--- src/rtl/fwd_hazard_ctrl_pkg.sv ---
// Shared definitions for the forwarding / hazard sequencer.
// Holds the operand-mux select codes, the per-stage tracking record and the
// forwarding priority function used for both source operands.
package fwd_hazard_ctrl_pkg;

  localparam int unsigned REG_W = 5;
  localparam int unsigned SEL_W = 3;

  // Operand mux select codes
  localparam logic [SEL_W-1:0] FWD_RF   = 3'b000;
  localparam logic [SEL_W-1:0] FWD_EX   = 3'b001;
  localparam logic [SEL_W-1:0] FWD_MEM  = 3'b010;
  localparam logic [SEL_W-1:0] FWD_WB   = 3'b011;
  localparam logic [SEL_W-1:0] FWD_ZERO = 3'b100;

  // Link register written by JAL
  localparam logic [REG_W-1:0] REG_RA = 5'd31;

  // What each of EX/MEM/WB needs to remember about its instruction
  typedef struct packed {
    logic             valid;
    logic [REG_W-1:0] dst;
    logic             wen;
    logic             is_load;
  } stage_rec_t;

  // Youngest producer wins; r0 and unused sources read constant zero
  function automatic logic [SEL_W-1:0] fwd_select(
    input logic             src_used,
    input logic [REG_W-1:0] src,
    input stage_rec_t       ex,
    input stage_rec_t       mem,
    input stage_rec_t       wb
  );
    logic [SEL_W-1:0] sel;
    sel = FWD_RF;
    if (!src_used || (src == '0)) begin
      sel = FWD_ZERO;
    end else if (ex.valid && ex.wen && (ex.dst == src)) begin
      sel = FWD_EX;
    end else if (mem.valid && mem.wen && (mem.dst == src)) begin
      sel = FWD_MEM;
    end else if (wb.valid && wb.wen && (wb.dst == src)) begin
      sel = FWD_WB;
    end
    return sel;
  endfunction

endpackage

--- src/rtl/fwd_hazard_ctrl_div_busy_counter.sv ---
// Occupancy tracker for the multi-cycle divider.
// Ports: clk, reset (sync, active-high), load_i (divide accepted this cycle),
//        busy_o (divider occupied; high for DIV_LAT-1 cycles after load).
module div_busy_counter #(
  parameter int unsigned DIV_LAT = 32,
  parameter int unsigned CNT_W   = 6
) (
  input  logic clk,
  input  logic reset,
  input  logic load_i,
  output logic busy_o
);

  logic [CNT_W-1:0] cnt_q, cnt_d;

  // Load on a new divide, otherwise count down to zero and rest there
  always_comb begin
    cnt_d = cnt_q;
    if (load_i) begin
      cnt_d = CNT_W'(DIV_LAT - 1);
    end else if (cnt_q != '0) begin
      cnt_d = cnt_q - CNT_W'(1);
    end
  end

  always_ff @(posedge clk) begin
    if (reset) begin
      cnt_q <= '0;
    end else begin
      cnt_q <= cnt_d;
    end
  end

  assign busy_o = (cnt_q != '0);

endmodule

--- src/rtl/fwd_hazard_ctrl.sv ---
// Operand-forwarding and hazard sequencer beside the ID stage.
// Tracks destination registers in EX/MEM/WB, drives the rs/rt forwarding
// mux selects, and stalls ID on load-use hazards or a busy divider.
// Ports:
//   clk, reset           clock, synchronous active-high reset
//   id_*                 decoded fields of the instruction in ID
//   br_flush             EX redirect; discard the ID instruction
//   fwd_sel_rs/rt        operand mux selects (combinational)
//   stall_id             hold PC and IF/ID (combinational)
//   bubble_ex            EX receives a NOP this cycle (combinational)
//   div_busy             divider occupied
module fwd_hazard_ctrl
  import fwd_hazard_ctrl_pkg::*;
#(
  parameter int unsigned DIV_LAT = 32,
  parameter int unsigned CNT_W   = 6
) (
  input  logic             clk,
  input  logic             reset,
  input  logic             id_valid,
  input  logic [REG_W-1:0] id_rs,
  input  logic [REG_W-1:0] id_rt,
  input  logic             id_use_rs,
  input  logic             id_use_rt,
  input  logic [REG_W-1:0] id_dst,
  input  logic             id_wen,
  input  logic             id_is_load,
  input  logic             id_is_div,
  input  logic             id_use_hilo,
  input  logic             br_flush,
  output logic [SEL_W-1:0] fwd_sel_rs,
  output logic [SEL_W-1:0] fwd_sel_rt,
  output logic             stall_id,
  output logic             bubble_ex,
  output logic             div_busy
);

  stage_rec_t ex_q, mem_q, wb_q;
  stage_rec_t ex_d, mem_d, wb_d;

  logic rs_live, rt_live;
  logic load_use, div_hold, accept;

  // A source only creates a dependency if it is read and is not r0
  assign rs_live = id_use_rs && (id_rs != '0);
  assign rt_live = id_use_rt && (id_rt != '0);

  // Load result is not available until MEM, so a consumer right behind waits
  assign load_use = ex_q.valid && ex_q.wen && ex_q.is_load &&
                    ((rs_live && (ex_q.dst == id_rs)) ||
                     (rt_live && (ex_q.dst == id_rt)));

  assign div_hold = div_busy && (id_is_div || id_use_hilo);

  // Flush overrides every stall: the instruction is gone anyway
  assign stall_id  = id_valid && !br_flush && (load_use || div_hold);
  assign accept    = id_valid && !stall_id && !br_flush;
  assign bubble_ex = !accept;

  assign fwd_sel_rs = fwd_select(id_use_rs, id_rs, ex_q, mem_q, wb_q);
  assign fwd_sel_rt = fwd_select(id_use_rt, id_rt, ex_q, mem_q, wb_q);

  // EX/MEM/WB always advance; only entry into EX is gated
  always_comb begin
    wb_d          = mem_q;
    mem_d         = ex_q;
    ex_d          = '0;
    ex_d.valid    = accept;
    ex_d.dst      = id_dst;
    ex_d.wen      = id_wen;
    ex_d.is_load  = id_is_load;
  end

  always_ff @(posedge clk) begin
    if (reset) begin
      ex_q  <= '0;
      mem_q <= '0;
      wb_q  <= '0;
    end else begin
      ex_q  <= ex_d;
      mem_q <= mem_d;
      wb_q  <= wb_d;
    end
  end

  div_busy_counter #(
    .DIV_LAT (DIV_LAT),
    .CNT_W   (CNT_W)
  ) u_div_busy_counter (
    .clk    (clk),
    .reset  (reset),
    .load_i (accept && id_is_div),
    .busy_o (div_busy)
  );

endmodule

--- config.mk ---
export PLATFORM = sky130hd
export DESIGN_NAME = fwd_hazard_ctrl
export DESIGN_NICKNAME = d
export VERILOG_FILES = /design/src/rtl/fwd_hazard_ctrl_pkg.sv /design/src/rtl/fwd_hazard_ctrl_div_busy_counter.sv /design/src/rtl/fwd_hazard_ctrl.sv
export SDC_FILE = /design/constraint.sdc
export NUM_CORES = 1
export LEC_CHECK = 0
export BUFFER_PORTS_ARGS = -buffer_cell sky130_fd_sc_hd__buf_2
export CORE_UTILIZATION = 47
export DETAILED_ROUTE_END_ITERATION = 10
export GPL_ROUTABILITY_DRIVEN = 0
export GPL_TIMING_DRIVEN = 0
export PLACE_DENSITY = 0.73
export SLEW_MARGIN = 20
export SYNTH_ARGS = -nofsm -noshare
export SYNTH_HDL_FRONTEND = slang
export SYNTH_SLANG_ARGS = --single-unit
export TNS_END_PERCENT = 1
--- constraint.sdc ---
create_clock -name clk -period 1.8 [get_ports clk]
set_input_delay 0.36 -clock clk [delete_from_list [all_inputs] [get_ports clk]]
set_output_delay 0.36 -clock clk [all_outputs]
set_load 0.03 [all_outputs]
# Word-level counts from Yosys, hierarchy flattened
# Cells that the tools add are included.
dict set report op_classes {
  addsub 1
  n_eq_ne 6
  mux 10
  reduce_logical 38
}
# operator count
set ops {}
lappend ops {{$eq 5x5->1} 6}
lappend ops {{$logic_and 1x1->1} 21}
lappend ops {{$mux 2} 6}
lappend ops {{$logic_not 5->1} 2}
lappend ops {{$mux 5} 2}
lappend ops {{$reduce_bool 5->1} 2}
lappend ops {{$mux 3} 2}
lappend ops {{$reduce_bool 6->1} 1}
lappend ops {{$sub 6x1->6 const B} 1}
lappend ops {{$logic_not 1->1} 5}
lappend ops {{$logic_or 1x1->1} 5}
lappend ops {{$reduce_bool 2->1} 1}
lappend ops {{$reduce_or 2->1} 1}
dict set report totals {
  register_bits 28
  input_bits 25
  output_inout_bits 9
  elab_cells 67
}

# Longest topological paths before layout
dict set report logic_depth {
  word_depth 12
  mapped_depth 9
  ltp_nobuf 8
}

# Modules after synthesis
# Synthesis repeated with hierarchy kept, for this count alone.
dict set report hier_totals {
  cells_unflattened 154
  hier_area_um2 1417.6
}
# mod instances cells_each area_per_inst_um2
set modules_own_cells {}
lappend modules_own_cells {fwd_hazard_ctrl 1 113 1079.8}
lappend modules_own_cells {div_busy_counter 1 41 337.8}

# Least setup slack after synthesis
# No wires, ideal clock.
dict set report synth_path {
  path_kind {input port to output port}
  startpoint {in id_rs[1]}
  endpoint {out bubble_ex}
  arrival_ns 1.959
  t_required_ns 1.440
  setup_slack_ns -0.519
  stages 5
  n_path_buf 0
  path_cell_list {or4_1 -> o21ai_2 -> nor4_1 -> o2111ai_1 -> nand3b_1}
}
dict set report synth_via {
  elab_chain_len 11
  elab_cells_between_ends 12
}
# item line_no
set synth_rtl {}
lappend synth_rtl {{start, declared} fwd_hazard_ctrl.sv:21} ;# input logic [REG_W-1:0] id_rs,
lappend synth_rtl {{$reduce_bool 5->1} fwd_hazard_ctrl.sv:45} ;# assign rs_live = id_use_rs && (id_rs != '0);
lappend synth_rtl {{$logic_and 1x1->1} fwd_hazard_ctrl.sv:45}
lappend synth_rtl {{$logic_and 1x1->1 (*)} fwd_hazard_ctrl.sv:50} ;# ((rs_live && (ex_q.dst == id_rs)) ||
lappend synth_rtl {{$logic_or 1x1->1 (*)} fwd_hazard_ctrl.sv:50}
lappend synth_rtl {{$logic_and 1x1->1 (*)} fwd_hazard_ctrl.sv:49} ;# assign load_use = ex_q.valid && ex_q.wen && ex_q.is_load &&
lappend synth_rtl {{$logic_or 1x1->1 (*)} fwd_hazard_ctrl.sv:56} ;# assign stall_id = id_valid && !br_flush && (load_use || div_hold);
lappend synth_rtl {{$logic_and 1x1->1 (*)} fwd_hazard_ctrl.sv:56}
lappend synth_rtl {{$logic_not 1->1 (*)} fwd_hazard_ctrl.sv:57} ;# assign accept = id_valid && !stall_id && !br_flush;
lappend synth_rtl {{$logic_and 1x1->1 (*) (2 in series)} fwd_hazard_ctrl.sv:57}
lappend synth_rtl {{$logic_not 1->1 (*)} fwd_hazard_ctrl.sv:58} ;# assign bubble_ex = !accept;
lappend synth_rtl {{end, declared} fwd_hazard_ctrl.sv:34} ;# output logic bubble_ex,
# Every way passes the cells marked *; elsewhere a longest branch is shown, timed or not.

# Worst setup path in the final report
dict set report layout_path {
  startpoint {in id_rt[4]}
  endpoint {out bubble_ex}
}
dict set report layout_via {
  elab_chain_len 11
  elab_cells_between_ends 12
}
# item line_no
set layout_rtl {}
lappend layout_rtl {{start, declared} fwd_hazard_ctrl.sv:22} ;# input logic [REG_W-1:0] id_rt,
lappend layout_rtl {{$reduce_bool 5->1} fwd_hazard_ctrl.sv:46} ;# assign rt_live = id_use_rt && (id_rt != '0);
lappend layout_rtl {{$logic_and 1x1->1} fwd_hazard_ctrl.sv:46}
lappend layout_rtl {{$logic_and 1x1->1 (*)} fwd_hazard_ctrl.sv:51} ;# (rt_live && (ex_q.dst == id_rt)));
lappend layout_rtl {{$logic_or 1x1->1 (*)} fwd_hazard_ctrl.sv:50}
lappend layout_rtl {{$logic_and 1x1->1 (*)} fwd_hazard_ctrl.sv:49}
lappend layout_rtl {{$logic_or 1x1->1 (*)} fwd_hazard_ctrl.sv:56}
lappend layout_rtl {{$logic_and 1x1->1 (*)} fwd_hazard_ctrl.sv:56}
lappend layout_rtl {{$logic_not 1->1 (*)} fwd_hazard_ctrl.sv:57}
lappend layout_rtl {{$logic_and 1x1->1 (*) (2 in series)} fwd_hazard_ctrl.sv:57}
lappend layout_rtl {{$logic_not 1->1 (*)} fwd_hazard_ctrl.sv:58}
# Marked as above.

==> results.cfg <==
[die]
start_util_pct = 49.6
die_y_um = 55.9
row_count = 19
fp.dieW_um = 55.9
die_area_sq_um = 3130
io_pins = 34
core-area_sq_um = 2760

[logic_synthesis]
synth.area.top_cells = dfxtp_1 (41%), xnor2_1 (13%), nor2b_1 (9.6%), xor2_1 (8.3%), nor3_1 (2.9%)
synthArstFlopShare_pct = 0
seq_area_frac_synth_pct = 41.0
synth_area_per_cell_sq_um = 9.24
ys_warn_count = 0
yosys.cell_count.top_type = dfxtp_1
synthCells = 148
yosys.area.top_type = dfxtp_1
synth_top_area_share_pct = 41.0
synth_cell_types = 29
yosys-top-cells-count = dfxtp_1 (28), nor2b_1 (21), xnor2_1 (20)
syn_nets = 175
ys.flop_type = dfxtp_1
synth_edf_count = 0
ys_ff_latch = 28
syn-cell-area_sq_um = 1370

[clock_network]
cts_made_buffers = 3
cts_root_buffer = clkbuf_4
cts_tree = done
cts_htree_levels = 1
cts.sinks = 28
hold_buffers = 0
path_clk_slew_ns = 0.14
cts_buffer_depth = 2
clock_latency_ns = 0.31

[routing]
viasPerCell = 5.42
post_drt_wl_per_cell_um = 13.5
post-route-drc-count = 0
dr.pass1.iters = 4
drtIter0Drc = 33
ant_nets = 0
routed_wl_mm = 2.97
route.vias.total = 1197

[global_route]
grt_pass1_wl_mm = 4.69
grt_pass1_vias = 1123
grt_start_max_net_pins = 16
antenna_found_initial = 0
grt.total_usage_pct = 19.2
overflow = 0

[sta]
timing.final.crit_share_pct = 123
rsz0062_at_grt = true
fmax_mhz = 450
slew_violations = 0
slew-limit-headroom_pct = 69.6
setup_viol = 9
skew_ns = 0.00165
hold_viol_final = 0
tightest_slew_ns = 0.456
finalCriticalPeriod_ns = 2.22
whs_ns = 0.240
setup_ws_ns = -0.422

[min_path]
hold_path.class = in -> reg
hold_depth = 2
min_from = id_dst[3]
holdPathEnd = ex_q[5]

[setup_path]
critical_path_depth = 7
r2r_setup_slack_ns = 0.20
cp-end-kind = output port
crit_family = simple AND/OR/NAND/NOR gates
timing.rr.start = u_div_busy_counter.cnt_q[0]
cp-start-kind = input pin
slowest_stage = or4_4
worst-path-max-fanout = 4
crit_arrival_ns = 1.86
worst-setup-path-type = in -> out
crit_chain = buf_4 -> or4_4 -> o21ai_4 -> nor3_2 -> o2111ai_2 -> nand3b_1 -> buf_6
worstPathRequired_ns = 1.44
cp_slowest_stage_delay_ns = 0.55
critical_path_buf_inv_count = 2
r2r_cells = 7
r2r_end = u_div_busy_counter.cnt_q[0]

[finish]
nNetsFinal = 218
layoutNonFillerInstCount = 221
drive_gt1_share_pct = 36.8
fin_util_pct = 66.6
n_antenna_cell = 0
areaGrowthSynthToFinish_pct = 34.3

[placed_design]
dp_cells = 211
dpl.hpwl_mm = 2.21
io_buffers = 32
dp_slack_ns = -0.439

[power_and_ir_drop]
power_leakage_nw = 0.737
power_density_nw_per_um2 = 1010
vdd_drop_max_v = 0.000970

[status]
violations = negative setup slack
status = finished, violations left

[job]
drv_cap = 0
## registers in the layout, indices dropped and copies added, names as in the netlist
register and flops:
mem_q 7, u_div_busy_counter.cnt_q 6, ex_q 8, wb_q 7
## metrics by stage
step	TNS [ns]	total power, mW	cell area, sq um
4_1_cts	-2.01	1.84	1780
3_5_place_dp	-2.20	1.40	1620
6_report	-2.28	1.86	1840
5_1_grt	-3.11	1.96	1840
2_1_floorplan	-1.29	1.25	1420
3_3_place_gp	-1.86	1.37	1620
## layer usage
| layer | part of all wire, % | track usage, % |
|---|---|---|
| met5 | 0 | 0 |
| met4 | 1.5 | 5.92 |
| met3 | 3.4 | 2.56 |
| met2 | 53 | 37.3 |
| met1 | 42 | 21.4 |
## cell families after synthesis
kind of cell	count (synthesis)	synth area share (%)
AOI/OAI and AO/OA	16	8.05
DFF	28	41.0
xor gates and xnor gates	33	21.1
and+or+nand+nor	62	26.1
adders and majority gates	2	1.83
buffers and inverters	7	1.92
## repair_timing
item,CTS,global route
endpoints found under the hold margin,0,0
buffers inserted,5,2
resized for setup,35,9
pin swaps,11,9
setup endpoints to repair,13,9
## worst max path at each step
stage | start | endpoint | slack, ns
after floorplan | u_div_busy_counter.cnt_q[0] | bubble_ex | -0.38
after global placement | id_rt[1] | bubble_ex | -0.41
after detailed placement | id_rt[1] | bubble_ex | -0.44
after CTS | id_rs[4] | bubble_ex | -0.36
after global routing | ex_q[2] | stall_id | -0.51
final | id_rt[4] | bubble_ex | -0.42
## power breakdown
group          internal (mW)  switching [mW]  total [mW]  leakage [nW]
sequential             0.708          0.0810       0.789         0.233
clock                  0.124           0.170       0.293        0.0210
combinational          0.381           0.395       0.776         0.483
## layout make-up
type | instances | area [sq um]
sequential | 28 | 573
inverter | 3 | 11.3
multi-input combinational | 113 | 890
timing repair buffer | 39 | 277
tap | 31 | 38.8
buffer | 3 | 11.3
fill | 216 | 921
clock buffer | 4 | 36.3
## placed cells by master (no fill, tap or decap), types with 2 or more instances in the layout
cell,count
o22ai_1,3
xnor2_1,18
xor2_1,13
buf_4,10
ha_1,2
buf_2,20
nor4_4,2
nand4_1,5
nand2_1,5
clkbuf_4,4
or4_4,2
o21ai_4,2
a21oi_1,4
nor3_1,7
clkbuf_1,3
nor2b_1,21
dfxtp_2,7
nor2_1,5
xnor2_2,2
nor3b_1,2
dfxtp_1,20
inv_2,2
nand2b_1,3
buf_6,7
Power figures use the tool's default switching activity.
